`config.mk`:
```
export PLATFORM = sky130hd
export DESIGN_NAME = uncached_write_buffer
export DESIGN_NICKNAME = d
export VERILOG_FILES = /design/src/rtl/uncached_write_buffer_pkg.sv /design/src/rtl/uncached_write_buffer_wbuf_fifo.sv /design/src/rtl/uncached_write_buffer.sv
export SDC_FILE = /design/constraint.sdc
export NUM_CORES = 1
export LEC_CHECK = 0
export CAP_MARGIN = 10
export CORE_UTILIZATION = 50
export DETAILED_ROUTE_END_ITERATION = 16
export PLACE_DENSITY = 0.85
export SKIP_CTS_REPAIR_TIMING = 1
export SYNTH_ARGS = -nofsm -noshare
export SYNTH_HDL_FRONTEND = slang
export SYNTH_HIERARCHICAL = 1
export SYNTH_SLANG_ARGS = --single-unit
```
`constraint.sdc`:
```
create_clock -name aclk -period 5.05 [get_ports aclk]
set_input_delay 1.01 -clock aclk [delete_from_list [all_inputs] [get_ports aclk]]
set_output_delay 1.01 -clock aclk [all_outputs]
set_load 0.03 [all_outputs]
```
`src/rtl/uncached_write_buffer_pkg.sv`:
```
// Shared types for the uncached store buffer: queued entry layout, drain FSM states,
// and the fixed AXI encodings the buffer drives.
package uncached_write_buffer_pkg;

    localparam int unsigned ADDR_W = 32;
    localparam int unsigned DATA_W = 32;
    localparam int unsigned STRB_W = DATA_W / 8;

    localparam logic [1:0] AXI_BURST_INCR = 2'b01;
    localparam logic [1:0] AXI_RESP_OKAY  = 2'b00;

    typedef struct packed {
        logic [ADDR_W-1:0] addr;
        logic [DATA_W-1:0] data;
        logic [STRB_W-1:0] strb;
        logic [1:0]        size;
    } wb_entry_t;

    typedef enum logic [1:0] {
        ST_IDLE,
        ST_AW,
        ST_W,
        ST_BR
    } wb_state_e;

endpackage

```
`src/rtl/uncached_write_buffer_wbuf_fifo.sv`:
```
// Circular store queue with head read port and word-address hazard lookup.
// Push lands in one cycle and is refused while full; pop is issued by the drain FSM.
module wbuf_fifo
    import uncached_write_buffer_pkg::*;
#(
    parameter int unsigned DEPTH = 4
) (
    input  logic              i_clk,
    input  logic              i_rst,
    input  logic              i_push,
    input  wb_entry_t         i_entry,
    output logic              o_full,
    input  logic              i_pop,
    output wb_entry_t         o_head,
    output logic              o_nonempty,
    input  logic [ADDR_W-3:0] i_lk_word,
    output logic              o_lk_hit
);

    localparam int unsigned PTR_W = $clog2(DEPTH);
    localparam logic [PTR_W:0] CNT_FULL = (PTR_W+1)'(DEPTH);

    wb_entry_t        r_mem [DEPTH];
    logic [PTR_W-1:0] r_head;
    logic [PTR_W-1:0] r_tail;
    logic [PTR_W:0]   r_count;
    logic             w_push;
    logic [DEPTH-1:0] w_match;

    assign o_full     = (r_count == CNT_FULL);
    assign o_nonempty = (r_count != '0);
    assign w_push     = i_push && !o_full;
    assign o_head     = r_mem[r_head];

    always_ff @(posedge i_clk) begin
        if (i_rst) begin
            r_head  <= '0;
            r_tail  <= '0;
            r_count <= '0;
        end else begin
            if (w_push) r_tail <= r_tail + PTR_W'(1);
            if (i_pop)  r_head <= r_head + PTR_W'(1);
            r_count <= r_count + (PTR_W+1)'(w_push) - (PTR_W+1)'(i_pop);
        end
    end

    always_ff @(posedge i_clk) begin
        if (w_push) r_mem[r_tail] <= i_entry;
    end

    // A slot is live when its distance from head (mod DEPTH) is below count;
    // the in-flight head stays live until its B response pops it.
    always_comb begin
        w_match = '0;
        for (int i = 0; i < DEPTH; i++) begin
            w_match[i] = ({1'b0, PTR_W'(i) - r_head} < r_count) &&
                         (r_mem[i].addr[ADDR_W-1:2] == i_lk_word);
        end
    end

    assign o_lk_hit = |w_match;

endmodule

```
`src/rtl/uncached_write_buffer.sv`:
```
// Posted uncached-store buffer draining in order as single-beat AXI writes (AW, then W, then B).
// Stores accepted in one cycle while not full; AXI valids and payloads hold until ready.
module uncached_write_buffer
    import uncached_write_buffer_pkg::*;
#(
    parameter int unsigned DEPTH  = 4,
    parameter logic [3:0]  AXI_ID = 4'b0000
) (
    input  logic        aclk,
    input  logic        areset,
    input  logic        st_valid,
    output logic        st_ready,
    input  logic [31:0] st_addr,
    input  logic [31:0] st_data,
    input  logic [3:0]  st_strb,
    input  logic [1:0]  st_size,
    input  logic [31:0] lk_addr,
    output logic        lk_hit,
    output logic        empty,
    output logic        wr_err,
    output logic [3:0]  awid,
    output logic [31:0] awaddr,
    output logic [3:0]  awlen,
    output logic [2:0]  awsize,
    output logic [1:0]  awburst,
    output logic [1:0]  awlock,
    output logic [3:0]  awcache,
    output logic [2:0]  awprot,
    output logic        awvalid,
    input  logic        awready,
    output logic [3:0]  wid,
    output logic [31:0] wdata,
    output logic [3:0]  wstrb,
    output logic        wlast,
    output logic        wvalid,
    input  logic        wready,
    input  logic [3:0]  bid,
    input  logic [1:0]  bresp,
    input  logic        bvalid,
    output logic        bready
);

    wb_state_e   r_state, w_state_nxt;
    wb_entry_t   w_head, w_st_entry;
    logic        w_full, w_nonempty, w_pop;

    logic        r_awvalid, w_awvalid_nxt;
    logic [31:0] r_awaddr,  w_awaddr_nxt;
    logic [2:0]  r_awsize,  w_awsize_nxt;
    logic        r_wvalid,  w_wvalid_nxt;
    logic [31:0] r_wdata,   w_wdata_nxt;
    logic [3:0]  r_wstrb,   w_wstrb_nxt;
    logic        r_wlast,   w_wlast_nxt;
    logic        r_wr_err,  w_wr_err_nxt;
    logic        w_unused;

    assign w_st_entry = '{addr: st_addr, data: st_data, strb: st_strb, size: st_size};
    assign w_unused   = ^{bid, lk_addr[1:0]};

    wbuf_fifo #(.DEPTH(DEPTH)) u_fifo (
        .i_clk      (aclk),
        .i_rst      (areset),
        .i_push     (st_valid),
        .i_entry    (w_st_entry),
        .o_full     (w_full),
        .i_pop      (w_pop),
        .o_head     (w_head),
        .o_nonempty (w_nonempty),
        .i_lk_word  (lk_addr[31:2]),
        .o_lk_hit   (lk_hit)
    );

    always_ff @(posedge aclk) begin
        if (areset) begin
            r_state   <= ST_IDLE;
            r_awvalid <= 1'b0;
            r_awaddr  <= '0;
            r_awsize  <= '0;
            r_wvalid  <= 1'b0;
            r_wdata   <= '0;
            r_wstrb   <= '0;
            r_wlast   <= 1'b0;
            r_wr_err  <= 1'b0;
        end else begin
            r_state   <= w_state_nxt;
            r_awvalid <= w_awvalid_nxt;
            r_awaddr  <= w_awaddr_nxt;
            r_awsize  <= w_awsize_nxt;
            r_wvalid  <= w_wvalid_nxt;
            r_wdata   <= w_wdata_nxt;
            r_wstrb   <= w_wstrb_nxt;
            r_wlast   <= w_wlast_nxt;
            r_wr_err  <= w_wr_err_nxt;
        end
    end

    always_comb begin
        w_state_nxt   = r_state;
        w_awvalid_nxt = r_awvalid;
        w_awaddr_nxt  = r_awaddr;
        w_awsize_nxt  = r_awsize;
        w_wvalid_nxt  = r_wvalid;
        w_wdata_nxt   = r_wdata;
        w_wstrb_nxt   = r_wstrb;
        w_wlast_nxt   = r_wlast;
        w_wr_err_nxt  = 1'b0;
        w_pop         = 1'b0;
        case (r_state)
            ST_IDLE: begin
                if (w_nonempty) begin
                    w_awvalid_nxt = 1'b1;
                    w_awaddr_nxt  = w_head.addr;
                    w_awsize_nxt  = {1'b0, w_head.size};
                    w_state_nxt   = ST_AW;
                end
            end
            ST_AW: begin
                if (awready) begin
                    w_awvalid_nxt = 1'b0;
                    w_wvalid_nxt  = 1'b1;
                    w_wlast_nxt   = 1'b1;
                    w_wdata_nxt   = w_head.data;
                    w_wstrb_nxt   = w_head.strb;
                    w_state_nxt   = ST_W;
                end
            end
            ST_W: begin
                if (wready) begin
                    w_wvalid_nxt = 1'b0;
                    w_wlast_nxt  = 1'b0;
                    w_state_nxt  = ST_BR;
                end
            end
            ST_BR: begin
                // Head is released only here, so lk_hit covers the store until it is acknowledged.
                if (bvalid) begin
                    w_pop        = 1'b1;
                    w_wr_err_nxt = (bresp != AXI_RESP_OKAY);
                    w_state_nxt  = ST_IDLE;
                end
            end
            default: w_state_nxt = ST_IDLE;
        endcase
    end

    assign st_ready = !w_full;
    assign empty    = !w_nonempty && (r_state == ST_IDLE);
    assign wr_err   = r_wr_err;

    assign awid    = AXI_ID;
    assign awaddr  = r_awaddr;
    assign awlen   = 4'd0;
    assign awsize  = r_awsize;
    assign awburst = AXI_BURST_INCR;
    assign awlock  = 2'b00;
    assign awcache = 4'd0;
    assign awprot  = 3'd0;
    assign awvalid = r_awvalid;
    assign wid     = AXI_ID;
    assign wdata   = r_wdata;
    assign wstrb   = r_wstrb;
    assign wlast   = r_wlast;
    assign wvalid  = r_wvalid;
    assign bready  = 1'b1;

endmodule

```
## Yosys cells after proc, flatten, opt, wreduce, memory -nomap -nowiden

Memories as Yosys holds them, arrays and structs flattened. A register that Yosys moved wholly into a read port is not among the register bits.
Cells that the tools add are included.

| word-level totals | value |
|---|---|
| bits in registers | 82 |
| bits in writable memories | 280 |
| bits of input ports | 114 |
| output and inout port bits | 102 |
| logic and storage cells | 75 |
| memories | 1 |

| operators by class | value |
|---|---|
| add/sub/neg operators | 8 |
| order comparisons | 4 |
| equality and inequality tests | 12 |
| mux-type cells | 17 |
| bitwise operators | 2 |
| reductions and logical operators | 20 |

Memories:

| memory | depth | bits a word | read ports | clocked after memory_dff | write ports | RTL line | RTL |
|---|---|---|---|---|---|---|---|
| u_fifo.r_mem | 4 | 70 | 5 | 1 | 1 | uncached_write_buffer_wbuf_fifo.sv:23 | `wb_entry_t r_mem [DEPTH];` |

Operators with widths:

| cell | count |
|---|---|
| $eq A30 B30 Y1 | 4 |
| $lt A2 B3 Y1 | 4 |
| $mux W2 | 6 |
| $mux W1 | 8 |
| $ne A2 B2 Y1 const B | 4 |
| $pmux W2 S4 | 1 |
| $logic_and A1 B1 Y1 | 6 |
| $reduce_and A3 Y1 | 2 |
| $reduce_bool A2 Y1 | 3 |
| $add A2 B1 Y2 const B | 2 |
| $eq A2 B2 Y1 const B | 2 |
| $pmux W1 S2 | 2 |
| $reduce_and A2 Y1 | 2 |
| $reduce_and A4 Y1 | 1 |
| $reduce_or A4 Y1 | 1 |
| $sub A1 B2 Y2 const A | 2 |
| $sub A2 B2 Y2 const A | 2 |
| $add A3 B1 Y3 | 1 |
| $eq A3 B3 Y1 const B | 1 |
| $reduce_bool A3 Y1 | 1 |
| $reduce_or A3 Y1 | 1 |
| $sub A3 B1 Y3 | 1 |
| $eq A2 B1 Y1 const B | 1 |
| $logic_not A1 Y1 | 2 |
| other kinds (2) | 3 |

## Longest topological paths before layout

Gate-level depths: netlist of run 1.

| logic depth | value |
|---|---|
| depth in word-level cells | 5 |
| depth in mapped cells | 12 |

## Cells and area by module

Netlist of run 1, hierarchy kept.

By module, submodules not included:

| module | times used | cells an instance | area each (um^2) | seq. area each (um^2) |
|---|---|---|---|---|
| wbuf_fifo | 1 | 592 | 11925.2 | 8588.2 |
| uncached_write_buffer | 1 | 373 | 3035.4 | 1501.4 |

## Worst setup path before layout of run 1

No wires, ideal clock.

| timing | value |
|---|---|
| path kind | input -> register |
| start point | in st_valid |
| end point | mem u_fifo/r_mem[0][0] (netlist bit) (enable) |
| setup time | 0.436 ns |
| data arrival time | 3.027 ns |
| required time | 4.614 ns |
| setup slack | 1.588 ns |
| cell stages on the path | 3 |
| buffers on the path | 1 |
| cells stage by stage | nor2b_1 clkbuf_1 and2_1 |

| on the way | value |
|---|---|
| longest elaborated chain between the ends | 3 |

Ends and longest elaborated chain:

| element | RTL line | RTL |
|---|---|---|
| from (decl) | uncached_write_buffer.sv:11 | `input logic st_valid,` |
| $logic_and A1 B1 Y1 | uncached_write_buffer_wbuf_fifo.sv:32 | `assign w_push = i_push && !o_full;` |
| $mux W1 | uncached_write_buffer_wbuf_fifo.sv:48 | `if (w_push) r_mem[r_tail] <= i_entry;` |
| $mux W1 (not written as such) | uncached_write_buffer_wbuf_fifo.sv:48 |  |
| to (decl) | uncached_write_buffer_wbuf_fifo.sv:23 |  |

No other way between the ends.

## Worst setup path after layout of run 1

| timing | value |
|---|---|
| start point | in lk_addr[20] |
| end point | out lk_hit |

| on the way | value |
|---|---|
| longest elaborated chain between the ends | 3 |
| elaborated cells on any way between the ends | 9 |
| classes of those cells | eq/ne (4); reduce/logical (5) |

Ends and longest elaborated chain:

| element | RTL line | RTL |
|---|---|---|
| from (decl) | uncached_write_buffer.sv:17 | `input logic [31:0] lk_addr,` |
| $eq A30 B30 Y1 | uncached_write_buffer_wbuf_fifo.sv:57 | `(r_mem[i].addr[ADDR_W-1:2] == i_lk_word);` |
| $logic_and A1 B1 Y1 | uncached_write_buffer_wbuf_fifo.sv:56 | `w_match[i] = ({1'b0, PTR_W'(i) - r_head} < r_count) &&` |
| $reduce_or A4 Y1 (*) | uncached_write_buffer_wbuf_fifo.sv:61 | `assign o_lk_hit = \|w_match;` |
| to (decl) | uncached_write_buffer.sv:18 | `output logic lk_hit,` |

Every way passes the cells marked *; elsewhere a longest branch is shown, timed or not.

==> impl_results.md, run 1 <==
- Worst-margin pin slew: 1.135 ns
- Register area share after synthesis: 67.44%
- # DRC: 0
- Synth-to-Final Area Change: 22.65%
- Cells along the critical path: clkdlybuf4s50_1 -> xor2_1 -> nor4_1 -> nand4_1 -> a2111oi_0 -> or4_1 -> clkdlybuf4s50_1
- Synth top area share: 56.20%
- CP Class: primary input to output port
- DRT iter0 DRCs: 720
- Syn Inst Count: 965
- Clk sinks: 364
- Setup Skew: 0.01301 ns
- DRT Wirelength: 34180 um
- VDD IR max: 0.2843 mV
- Top cells by count, synth: edfxtp_1, nand2_1, xor2_1
- Crit end category: output port
- Static Leak: 6.077 nW
- CTS Buf Count: 38
- Gr usage total: 22.46%
- # Max-Cap Violations: 0
- Vias per cell: 5.518
- First-pass GRT wire length: 51140 um
- Die width: 175.0 um
- Starting Density: 51.43%
- Initial antenna violation count: 4
- Clock-pin slew on the worst setup and hold paths: 0.06 ns
- CORE AREA: 29090 sq um
- Synth Flop Type: edfxtp_1
- CP arrival: 3.79 ns
- Syn Std Cell Area: 14960 sq um
- Delay of the slowest critical-path stage: 0.68 ns
- Synth area leaders: edfxtp_1, dfxtp_1, mux4_2, xor2_1, nand2_1
- Status: complete, no violations
- Vias: 8685
- P per Cell Area: 465.5 nW/um^2
- Util after Layout: 63.08%
- Row Count: 62
- Slew margin rel.: 24.34%
- Final setup fails: 0
- H-tree depth: 2
- First drt pass iteration count: 5
- Worst setup SP type: primary input
- Most Frequent Cell on Critical Path: clkdlybuf4s50_1
- Synthesis Warnings: 6
- Worst-path fanout max: 4
- Pins Over Slew Limit: 0
- Clock tree buffer depth: 3
- Clock Tree Root: clkbuf_16
- Hold endpoint: awaddr[31]$_SDFFE_PP0P_
- Hold path startpoint: awaddr[31]$_SDFFE_PP0P_
- Hold WC Path Type: register to register
- RSZ-0062 raised after global routing: false
- Port bufs: 184
- Detailed Place HPWL: 21840 um
- Slowest CP cell: clkdlybuf4s50_1
- Final hold violation count: 0
- Footprint of the multi-input gates: 4483 sq um
- Most common cell in the netlist: edfxtp_1
- Die area: 30620 sq um
- Pin count of the biggest net entering global routing: 71
- Worst skew pair latency: 0.52 ns
- Yosys top cell by area: edfxtp_1
- Die height: 175.0 um
- Period utilization: 94.96%
- Placer Congestion: 0.9265
- FF-to-FF setup slack: 2.35 ns
- Crit Reg-Reg Startpoint: u_fifo/r_count[2]$_SDFF_PP0_
- Setup TNS: 0 ns
- Seq. cell area: 10100 sq um
- Final #Nets: 1288
- Post-synth ARST share: 0%
- CTS tree: yes
- Number of synthesized flops with an enable pin: 280
- FF-to-FF End: u_fifo/r_count[2]$_SDFF_PP0_
- Number of global-route vias before repair: 8729
- GRT Residual Overflow: 0
- Layout cells sized above 1: 13.06%
- Worst path required time: 4.04 ns
- I/O pins: 216
- Worst R2R Path Depth: 11
- WL per Instance: 21.72 um
- Hold Path Depth: 2
- Synth cell types: 39
- Syn avg cell area: 15.50 sq um
- FMAX: 208.5 MHz
- Post-DRT Antenna Nets: 0
- FF+latch count, synth: 364
- Fillers: 2070
- Tmin final: 4.795 ns
stage by stage:
| stage | total power, mW | worst slack (ns) | area (sq um) | hold WS [ns] | std cells |
|---|---|---|---|---|---|
| finish | 8.541 | 0.2547 | 18350 | 0.4526 | 1574 |
| global route | 8.865 | 0.1630 | 18350 | 0.4725 | 1573 |
| detailed placement | 5.786 | 0.3122 | 17060 | 0.4472 | 1501 |
| global placement | 5.735 | 0.3815 | 17060 | 0.4426 | 1501 |
| floorplan | 5.075 | 1.588 | 15050 | 0.4818 | 988 |
| CTS | 8.603 | 0.2930 | 18340 | 0.4572 | 1571 |
cells in the final DEF (no fill, tap or decap), types with 7 or more instances in the layout:
cell	synthesis	layout
a21oi_1	76	76
conb_1	2	25
nand2b_1	7	7
buf_4	27	7
mux4_2	70	70
xor2_1	104	104
ha_1	16	16
edfxtp_1	280	280
nor2_1	7	7
dfxtp_1	84	82
nand2_1	145	145
nor4_1	23	23
xnor2_1	22	22
nand4_1	8	8
clkdlybuf4s50_1	0	183
clkbuf_16	0	38
inv_1	14	14
worst max-delay path, delay by kind of cell:
family | cells | cell delay [ns]
XOR/XNOR | 1 | 0.20
buffers and inverters | 2 | 1.22
AO/OA/AOI/OAI | 1 | 0.41
AND/OR/NAND/NOR | 3 | 0.94
routing by layer:
metal  wire [um]  up-vias  GRT usage [%]
li1            -     3904              -
met3        2780       69          4.330
met1       13570     4341          29.93
met2       16730      369          37.10
met4        1086        2          7.609
met5          13        -              0
sequential cells by signal, summed over array words and instances, names as in the netlist, 3 cells and up, named ones only:
register and flops:
awaddr 32, u_fifo/r_count 3, u_fifo/r_mem 280, wdata 32
wstrb 4
worst max path at each step:
stage | start | endpoint | slack, ns | cells past startpoint
2_1_floorplan | st_valid | u_fifo/r_mem[0][0]$_DFFE_PP_ | 1.59 | 3
3_3_place_gp | lk_addr[20] | lk_hit | 0.38 | 7
3_5_place_dp | lk_addr[20] | lk_hit | 0.31 | 7
4_1_cts | lk_addr[20] | lk_hit | 0.29 | 7
5_1_grt | lk_addr[20] | lk_hit | 0.16 | 7
6_report | lk_addr[20] | lk_hit | 0.25 | 7
area by class of cell:
cell class              count  share of cell area [%]
clock buffers              50                   5.755
diodes                      3                 0.04091
well taps                 384                   2.618
multi-input cells         545                   24.43
inverters                  14                  0.2864
flip-flops and latches    364                   55.03
repair buffers            194                   10.62
clock inverters            20                   1.214
power by group:
part           internal (mW)  switching [mW]
clock network           1.69            1.12
logic                  0.723            1.15
registers               3.66           0.198
total                   6.07            2.47
logic make-up after synthesis:
kind of cell	synth area share, %
xor gates and xnor gates	7.376
adders and majority gates	1.472
AOI/OAI and AO/OA	3.028
DFF	67.44
muxes	10.74
other	0.05020
and+or+nand+nor	6.649
buffers and inverters	3.245
Power figures use the tool's default switching activity.
==> run 2: changes to the inputs <==
- CTS_BUF_LIST: default -> sky130_fd_sc_hd__clkbuf_4 sky130_fd_sc_hd__clkbuf_8
- CTS_CLUSTER_SIZE: default -> 40
- HOLD_SLACK_MARGIN: default -> 0.1
==> impl_results.md, run 2 (synthesis results as in run 1) <==
- Placer Congestion: 0.9265 (unchanged)
- Worst skew pair latency: 0.60 ns (+0.08 ns)
- GR met2 Demand/Resource: 36.49% (-0.61 points)
- Synth-to-Final Area Change: 22.24%
- Die width: 175.0 um (unchanged)
- Post-DRT Antenna Nets: 0 (unchanged)
- Worst path required time: 4.04 ns (about the same)
- Hold path startpoint: awaddr[31]$_SDFFE_PP0P_
- Status: complete, no violations
- Row Count: 62 (unchanged)
- GR met3 Demand/Resource: 4.917% (+0.59 points)
- Hold endpoint: awaddr[31]$_SDFFE_PP0P_
- H-tree depth: 2 (unchanged)
- Vias: 8851 (+1.9%)
- FMAX: 208.1 MHz (-0.21%)
- Slew margin rel.: 24.92% (+0.58 points)
- Final #Nets: 1306 (+1.4%)
- Commonest non-fill, non-tap cell in the layout: edfxtp_1
- Port bufs: 184 (unchanged)
- Initial antenna violation count: 4 (unchanged)
- Crit end category: output port
- Most Crowded Layer GR: met2
- Period utilization: 95.15% (+0.20 points)
- Setup Skew: 0.01980 ns (+0.006788 ns)
- Worst-margin pin slew: 1.126 ns (-0.008717 ns)
- Die height: 175.0 um (unchanged)
- Gr usage total: 22.21% (-0.25 points)
- Largest Register: u_fifo/r_mem
- Worst-path fanout max: 4 (unchanged)
- Worst setup SP type: primary input
- CTS Buf Count: 56 (+47%)
- Die area: 30620 sq um (unchanged)
- Clock-pin slew on the worst setup and hold paths: 0.06 ns (about the same)
- Clk sinks: 364 (unchanged)
- Layout cells sized above 1: 15.94% (+2.9 points)
- Final setup fails: 0 (unchanged)
- Static Leak: 6.098 nW (+0.34%)
- RSZ-0062 raised after global routing: false
- Commonest non-fill, non-tap cells in the layout: edfxtp_1, clkdlybuf4s50_1, nand2_1
- GRT Residual Overflow: 0 (unchanged)
- Total power: 8.284 mW (-3.0%)
- Number of global-route vias before repair: 8924 (+2.2%)
- CP Class: primary input to output port
- DRT iter0 DRCs: 694 (-3.6%)
- Clock tree buffer depth: 3 (unchanged)
- Pin count of the biggest net entering global routing: 71 (unchanged)
- Crit Reg-Reg Startpoint: u_fifo/r_count[2]$_SDFF_PP0_
- Setup TNS: 0 ns (unchanged)
- FF-to-FF setup slack: 2.29 ns (-0.06 ns)
- FF-to-FF End: u_fifo/r_count[2]$_SDFF_PP0_
- Tmin final: 4.805 ns (+0.009903 ns)
- Largest register FFs: 280 (unchanged)
- Worst R2R Path Depth: 11 (unchanged)
- # DRC: 0 (unchanged)
- Starting Density: 51.43% (unchanged)
- Hold Path Depth: 2 (unchanged)
- Hold WC Path Type: register to register
- Clock Tree Root: clkbuf_8
- Final hold violation count: 0 (unchanged)
- CP arrival: 3.80 ns (about the same)
- WL per Instance: 20.96 um (-3.5%)
- P per Cell Area: 453.0 nW/um^2 (-2.7%)
- First-pass GRT wire length: 50800 um (-0.67%)
- DRT Wirelength: 33740 um (-1.3%)
- Met1 GRT Util: 29.03% (-0.90 points)
- CORE AREA: 29090 sq um (unchanged)
- Pins Over Slew Limit: 0 (unchanged)
- VDD IR max: 0.2722 mV (-4.2%)
- Vias per cell: 5.498 (-0.37%)
- First drt pass iteration count: 5 (unchanged)
- CTS tree: yes
- I/O pins: 216 (unchanged)
- Detailed Place HPWL: 21840 um (unchanged)
- # Max-Cap Violations: 0 (unchanged)
==> run 2: changes by cell type in the layout (fill, tap and decap cells not counted) <==
cell and change:
clkbuf_16 -38, clkbuf_8 +61, inv_8 -1, clkbuf_4 +19
clkinv_2 +2, clkinv_8 -1, bufinv_16 -2, clkbuf_1 -6
clkinv_1 +2
==> run 2: layout make-up <==
class / instances / area, sq um
Fill cell: 2102 / 10800
Sequential cell: 364 / 10100
Multi-Input combinational cell: 545 / 4483
Timing Repair Buffer: 194 / 1949
Clock buffer: 86 / 1065
Tap cell: 384 / 480.5
Clock inverter: 20 / 152.6
Inverter: 14 / 52.55
Antenna cell: 3 / 7.507
==> run 2: worst max-delay path, cell delays in order <==
cell	delay, ns
clkdlybuf4s50_1	0.54
xor2_1	0.20
nor4_1	0.49
nand4_1	0.21
a2111oi_0	0.44
or4_1	0.22
clkdlybuf4s50_1	0.68
==> run 2: worst max-delay path by stage <==
stage,depth (start not counted),endpoint,from
CTS,7,lk_hit,lk_addr[20]
floorplan,3,u_fifo/r_mem[0][0]$_DFFE_PP_,st_valid
finish,7,lk_hit,lk_addr[20]
global route,7,lk_hit,lk_addr[20]
detailed placement,7,lk_hit,lk_addr[20]
global placement,7,lk_hit,lk_addr[20]
==> run 2: metrics by stage <==
stage	area (sq um)	util (%)	hold slack (ns)	worst slack, ns	cells
2_1_floorplan	15050	-	0.4818	1.588	988
3_3_place_gp	17060	58.65	0.4426	0.3815	1501
3_5_place_dp	17060	58.65	0.4472	0.3122	1501
4_1_cts	18280	62.84	0.4555	0.2930	1607
5_1_grt	18290	62.86	0.4732	0.1593	1609
6_report	18290	62.86	0.4531	0.2448	1610
==> run 2: power breakdown <==
part           switching [mW]  internal, mW  total (mW)  leakage [nW]
combinational            1.15         0.724        1.87          2.19
clock                    1.10          1.45        2.56         0.653
sequential              0.194          3.66        3.85          3.25
==> run 2: routing by layer <==
| layer | routed length (um) | vias up |
|---|---|---|
| li1 | - | 3955 |
| met1 | 13560 | 4433 |
| met2 | 16340 | 386 |
| met3 | 2743 | 75 |
| met4 | 1082 | 2 |
| met5 | 13 | - |
==> run 3: changes to the inputs <==
- ABC_CLOCK_PERIOD_IN_PS: default -> 5050
==> results of run 3 <==
Same layout as run 2: the final DEF is identical, and so are final timing and power.
